==> src/rtl/ascii_dec_receiver.sv <==
// ---------------------------------------------------------------------------
// ascii_dec_receiver
//   Pops bytes from a first-word-fall-through UART RX FIFO and parses decimal
//   ASCII lines ("123\r") into an unsigned DATA_W-bit value. A good line
//   produces a one-cycle o_valid pulse with o_data updated in the same cycle.
//   A malformed line produces a one-cycle o_err pulse. Malformed means a
//   non-digit byte, too many digits, or a value above 2**DATA_W-1.
//
//   Optional feature: define ECHO_EN to echo every popped byte to the TX
//   FIFO. The echo push is registered one cycle after the pop. Popping is
//   stalled while the TX FIFO is full.
//
// Parameters
//   DATA_W      width of the parsed value
//   MAX_DIGITS  max digit characters per line (leading zeros included)
//
// Ports
//   clk           clock
//   rst           asynchronous active-high reset
//   rx_empty      RX FIFO empty
//   rx_pop_data   RX FIFO head byte (valid while rx_empty = 0)
//   rx_pop        pop strobe (combinational)
//   o_data        last good value, held until the next good line
//   o_valid       one-cycle pulse on a good line
//   o_err         one-cycle pulse on a rejected line
//   tx_full       TX FIFO full (ECHO_EN only)
//   tx_push       echo push strobe (0 without ECHO_EN)
//   tx_push_data  echo byte (0 without ECHO_EN)
// ---------------------------------------------------------------------------
module ascii_dec_receiver #(
  parameter int DATA_W     = 10,
  parameter int MAX_DIGITS = 3
) (
  input  logic              clk,
  input  logic              rst,
  input  logic              rx_empty,
  input  logic [7:0]        rx_pop_data,
  output logic              rx_pop,
  output logic [DATA_W-1:0] o_data,
  output logic              o_valid,
  output logic              o_err,
  input  logic              tx_full,
  output logic              tx_push,
  output logic [7:0]        tx_push_data
);

  localparam int CNT_W = $clog2(MAX_DIGITS + 1);
  // Four spare bits hold acc*10 + 9 without wrapping, so overflow is visible.
  localparam int ACC_W = DATA_W + 4;
  localparam logic [ACC_W-1:0] MAX_VAL = {4'b0000, {DATA_W{1'b1}}};

  localparam logic [1:0] S_IDLE = 2'd0;
  localparam logic [1:0] S_NUM  = 2'd1;
  localparam logic [1:0] S_SKIP = 2'd2;

  logic [1:0]        state_q, state_d;
  logic [DATA_W-1:0] acc_q, acc_d;
  logic [CNT_W-1:0]  cnt_q, cnt_d;
  logic [DATA_W-1:0] data_q, data_d;
  logic              valid_q, valid_d;
  logic              err_q, err_d;

  logic              is_digit;
  logic              is_term;
  logic [ACC_W-1:0]  digit_w;
  logic [ACC_W-1:0]  acc_n;

`ifdef ECHO_EN
  logic       tx_push_q, tx_push_d;
  logic [7:0] tx_data_q, tx_data_d;

  // Stall the pop while TX is full so that no echo byte is dropped.
  assign rx_pop = ~rx_empty & ~tx_full;

  always_comb begin
    tx_push_d = rx_pop;
    tx_data_d = rx_pop ? rx_pop_data : tx_data_q;
  end

  always_ff @(posedge clk or posedge rst) begin
    if (rst) begin
      tx_push_q <= 1'b0;
      tx_data_q <= 8'h00;
    end else begin
      tx_push_q <= tx_push_d;
      tx_data_q <= tx_data_d;
    end
  end

  assign tx_push      = tx_push_q;
  assign tx_push_data = tx_data_q;
`else
  logic unused_tx_full;

  assign unused_tx_full = tx_full;
  assign rx_pop         = ~rx_empty;
  assign tx_push        = 1'b0;
  assign tx_push_data   = 8'h00;
`endif

  assign is_digit = (rx_pop_data >= 8'h30) && (rx_pop_data <= 8'h39);
  assign is_term  = (rx_pop_data == 8'h0D) || (rx_pop_data == 8'h0A);
  assign digit_w  = {{(ACC_W-4){1'b0}}, rx_pop_data[3:0]};
  assign acc_n    = {4'b0000, acc_q} * ACC_W'(10) + digit_w;

  always_comb begin
    state_d = state_q;
    acc_d   = acc_q;
    cnt_d   = cnt_q;
    data_d  = data_q;
    valid_d = 1'b0;
    err_d   = 1'b0;
    if (rx_pop) begin
      case (state_q)
        S_IDLE: begin
          if (is_digit) begin
            acc_d   = DATA_W'(rx_pop_data[3:0]);
            cnt_d   = CNT_W'(1);
            state_d = S_NUM;
          end else if (!is_term) begin
            state_d = S_SKIP;
          end
          // A terminator here is an empty line or the LF of a CRLF pair.
        end
        S_NUM: begin
          if (is_digit) begin
            if (cnt_q == CNT_W'(MAX_DIGITS) || acc_n > MAX_VAL) begin
              state_d = S_SKIP;
              acc_d   = '0;
              cnt_d   = '0;
            end else begin
              acc_d = acc_n[DATA_W-1:0];
              cnt_d = cnt_q + CNT_W'(1);
            end
          end else if (is_term) begin
            data_d  = acc_q;
            valid_d = 1'b1;
            acc_d   = '0;
            cnt_d   = '0;
            state_d = S_IDLE;
          end else begin
            state_d = S_SKIP;
            acc_d   = '0;
            cnt_d   = '0;
          end
        end
        S_SKIP: begin
          if (is_term) begin
            err_d   = 1'b1;
            acc_d   = '0;
            cnt_d   = '0;
            state_d = S_IDLE;
          end
        end
        default: begin
          state_d = S_IDLE;
          acc_d   = '0;
          cnt_d   = '0;
        end
      endcase
    end
  end

  always_ff @(posedge clk or posedge rst) begin
    if (rst) begin
      state_q <= S_IDLE;
      acc_q   <= '0;
      cnt_q   <= '0;
      data_q  <= '0;
      valid_q <= 1'b0;
      err_q   <= 1'b0;
    end else begin
      state_q <= state_d;
      acc_q   <= acc_d;
      cnt_q   <= cnt_d;
      data_q  <= data_d;
      valid_q <= valid_d;
      err_q   <= err_d;
    end
  end

  assign o_data  = data_q;
  assign o_valid = valid_q;
  assign o_err   = err_q;

endmodule

==> config.mk <==
export PLATFORM = sky130hd
export DESIGN_NAME = ascii_dec_receiver
export DESIGN_NICKNAME = d
export VERILOG_FILES = /design/src/rtl/ascii_dec_receiver.sv
export SDC_FILE = /design/constraint.sdc
export NUM_CORES = 1
export LEC_CHECK = 0
export ABC_AREA = 0
export CAP_MARGIN = 25
export CORE_MARGIN = 2
export CORE_UTILIZATION = 45
export CTS_BUF_LIST = sky130_fd_sc_hd__clkbuf_8
export CTS_CLUSTER_DIAMETER = 60
export DETAILED_ROUTE_END_ITERATION = 12
export GPL_TIMING_DRIVEN = 1
export HOLD_SLACK_MARGIN = 0.1
export PLACE_DENSITY = 0.72
export SLEW_MARGIN = 30
export SYNTH_ARGS = -nofsm -noshare
export SYNTH_HDL_FRONTEND = slang
export SYNTH_SLANG_ARGS = --single-unit
==> constraint.sdc <==
create_clock -name clk -period 2.95 [get_ports clk]
set_input_delay 0.885 -clock clk [delete_from_list [all_inputs] [get_ports clk]]
set_output_delay 0.885 -clock clk [all_outputs]
set_load 0.01 [all_outputs]
==> impl_metrics.env <==
export IMPL_nFillCells=342
export IMPL_floorplan_initialDensity_pct=47.8
export IMPL_synthCells=195
export IMPL_synth_edf_count=0
export IMPL_synth_seq_cells=26
export IMPL_fmax_ghz=0.338
export IMPL_synthTopCellsByArea="dfrtp_1 (33%), ha_1 (13%), mux2_2 (5.8%)"
export IMPL_clk_latency_ns=0.28
export IMPL_clkSlewWorstSetupHoldPaths_ns=0.10
export IMPL_cts_sinks=26
export IMPL_portBuffers=23
export IMPL_clock_root_buffer="clkbuf_8"
export IMPL_hold_violations=0
export IMPL_max_stage_delay_ns=0.60
export IMPL_worstPathRequired_ns=3.13
export IMPL_grt_max_degree=27
export IMPL_cp_top_family="adder cells"
export IMPL_rsz0062_at_grt="yes"
export IMPL_rows=23
export IMPL_fin_crit_sh_pct=100
export IMPL_multi_input_area_mm2=0.00135
export IMPL_async_flop_share_pct=100
export IMPL_die_w_um=69.9
export IMPL_grt_pass1_vias=1726
export IMPL_postRouteAntennaNets=0
export IMPL_crit_arrival_ns=3.14
export IMPL_grtUsageMet2_pct=35.8
export IMPL_coreArea_mm2=0.00409
export IMPL_synth_top_area_cell="dfrtp_1"
export IMPL_post_place_ws_ns=-0.264
export IMPL_drv_slew=0
export IMPL_p_leak_nw=1.25
export IMPL_layout_area_seq_um2=651
export IMPL_hp_class="flop to flop"
export IMPL_antenna_found_initial=0
export IMPL_grtUsageMet3_pct=3.75
export IMPL_run_status="complete, but fails checks"
export IMPL_path_buf_inv=1
export IMPL_clock_skew_final_ns=0.00902
export IMPL_die_y_um=69.9
export IMPL_hpwl_um=3500
export IMPL_p_per_area_mw_per_mm2=413
export IMPL_grtUsageTotal_pct=20.4
export IMPL_critical_path_startpoint_type="flop"
export IMPL_cts_tree="done"
export IMPL_cap_violations=0
export IMPL_dieArea_mm2=0.00488
export IMPL_cpMostUsedCell="ha_4"
export IMPL_critical_path_endpoint_type="flop"
export IMPL_ctsHoldBuffers=0
export IMPL_fin_util_pct=63.9
export IMPL_ios=34
export IMPL_ir_drop_v=0.000404
export IMPL_netlist_area_mm2=0.00195
export IMPL_yosysWarningCount=0
export IMPL_syn_avg_cell_area_um2=10.0
export IMPL_gp_congestion=0.823
export IMPL_totalWireLength_um=4780
export IMPL_vias=1696
export IMPL_fin_nets=282
export IMPL_grt_pass1_wl_um=8090
export IMPL_htreeDepth=1
export IMPL_drc=0
export IMPL_fin_ws_ns=-0.00806
export IMPL_synth_seq_area_share_pct=33.3
export IMPL_cp_max_fo=4
export IMPL_drtPass1Iterations=4
export IMPL_synth_distinct_cells=57
export IMPL_use_met1_pct=26.1
export IMPL_wl_per_cell_um=16.1
export IMPL_cts_buffer_depth=2
export IMPL_gr_max_usage_layer="met2"
export IMPL_total_power_mw=1.08
export IMPL_violations="setup timing"
export IMPL_drt_vias_per_instance=5.71
export IMPL_first_iter_violations=92
export IMPL_cts_made_buffers=3
export IMPL_path_cells="ha_4 -> ha_4 -> fa_2 -> o211ai_1 -> nor3b_2 -> nor4b_4 -> buf_4 -> a21oi_4 -> o21a_1 -> a32o_1"
export IMPL_antenna_cells=0
export IMPL_syn_to_final_growth_pct=33.8
export IMPL_finalSetupTns_ns=-0.00956
export IMPL_setup_viol=2
export IMPL_path_class="flop to flop"
export IMPL_synthFlopType="dfrtp_1"
export IMPL_period_needed_ns=2.96
export IMPL_drive_above_1_share_pct=27.9
export IMPL_overflow=0
export IMPL_synth_top_area_share_pct=33.3
export IMPL_cp_slowest_cell="fa_2"
## cells in the mapped netlist (3+ instances only)
master    instances
dfrtp_1          26
ha_1             20
nand2_1          18
nor2_1           13
o21ai_0          12
mux2_2           10
buf_4             9
a21oi_1           6
inv_1             6
a21o_1            4
o21a_1            4
xnor2_1           4
a211o_1           3
a211oi_1          3
clkbuf_1          3
nor4_1            3
xor2_1            3
## cell families (layout without fill, tap and decap cells)
| logic type | count (synthesis) | count (layout) | synth area share [%] |
|---|---|---|---|
| buffers and inverters | 18 | 61 | 5.19 |
| multiplexers | 11 | 11 | 6.28 |
| AND/OR/NAND/NOR | 55 | 55 | 15.5 |
| XOR/XNOR | 7 | 7 | 3.14 |
| flip-flops | 26 | 26 | 33.3 |
| other | 1 | 9 | 0.192 |
| AO/OA/AOI/OAI | 55 | 56 | 21.5 |
| adder cells (fa/ha/maj) | 22 | 22 | 14.9 |
## per-layer routing
metal,part of all wire [%],vias to the layer above
met5,0,-
met4,1.1,0
met3,4.5,6
met2,51,46
met1,43,815
li1,-,829
## where the power goes
group          internal, mW  switching (mW)
clock                 0.182           0.123
combinational         0.187           0.183
sequential            0.378          0.0266
## worst register-to-register path, stage by stage (launching register included)
cell and delay (ns):
dfrtp_1 0.43, ha_4 0.26, ha_4 0.17, fa_2 0.60, o211ai_1 0.14, nor3b_2 0.26
nor4b_4 0.26, buf_4 0.17, a21oi_4 0.08, o21a_1 0.24, a32o_1 0.25
## sequential cells by signal, indices dropped and copies added, names as in the netlist
name,flops
acc_q,10
o_data,10
o_valid,1
state_q,2
cnt_q,2
o_err,1
## cells in the final DEF (no fill, tap or decap), types with 2 or more instances in the layout
| cell type | count |
|---|---|
| a211o_1 | 3 |
| a211oi_1 | 2 |
| a211oi_2 | 2 |
| a21o_1 | 4 |
| a21oi_1 | 4 |
| a21oi_2 | 2 |
| buf_4 | 27 |
| clkbuf_8 | 3 |
| clkdlybuf4s50_1 | 23 |
| conb_1 | 9 |
| dfrtp_1 | 26 |
| ha_1 | 18 |
| ha_4 | 2 |
| inv_1 | 6 |
| mux2_2 | 10 |
| nand2_1 | 18 |
| nand3_1 | 2 |
| nand3b_1 | 2 |
| nand4_1 | 2 |
| nor2_1 | 12 |
| nor2b_1 | 2 |
| nor4_1 | 3 |
| o211ai_1 | 2 |
| o21a_1 | 4 |
| o21ai_0 | 8 |
| o21ai_1 | 5 |
| o31ai_2 | 2 |
| xnor2_1 | 4 |
| xor2_1 | 3 |
## metrics by stage
stage               hold slack [ns]  area [um2]  instances
finish                        0.511        2610        297
global placement              0.479        2400        290
global route                  0.529        2610        297
floorplan                     0.468        1980        203
CTS                           0.512        2540        295
detailed placement            0.491        2400        290
## cell type report
| class | instances | share of cell area [%] |
|---|---|---|
| Timing Repair Buffer | 51 | 17.3 |
| Inverter | 6 | 0.862 |
| Sequential cell | 26 | 24.9 |
| Clock inverter | 1 | 1.15 |
| Tap cell | 50 | 2.39 |
| Clock buffer | 3 | 1.58 |
| Multi-Input combinational cell | 160 | 51.8 |
## timing repair
item                       4_1_cts  5_1_grt
buffers inserted                 0        2
resized for setup                8       16
setup endpoints to repair       14       14
pin swaps                       11       13
cloned                           1        0
## path summary, 6_finish.rpt
| path | startpoint | end | slack [ns] | cells past startpoint |
|---|---|---|---|---|
| hold / removal | o_data[4] | o_data[4] | 0.51 | 1 |
| setup reg to reg | acc_q[3] | cnt_q[1] | -0.008 | 10 |
| setup / recovery | acc_q[3] | cnt_q[1] | -0.008 | 10 |
| min in group asynchronous | rst | o_data[2] | 0.96 | 3 |
| max in group asynchronous | rst | o_data[6] | 1.73 | 3 |
| hold reg to reg | o_data[4] | o_data[4] | 0.51 | 1 |
Power figures use the tool's default switching activity.
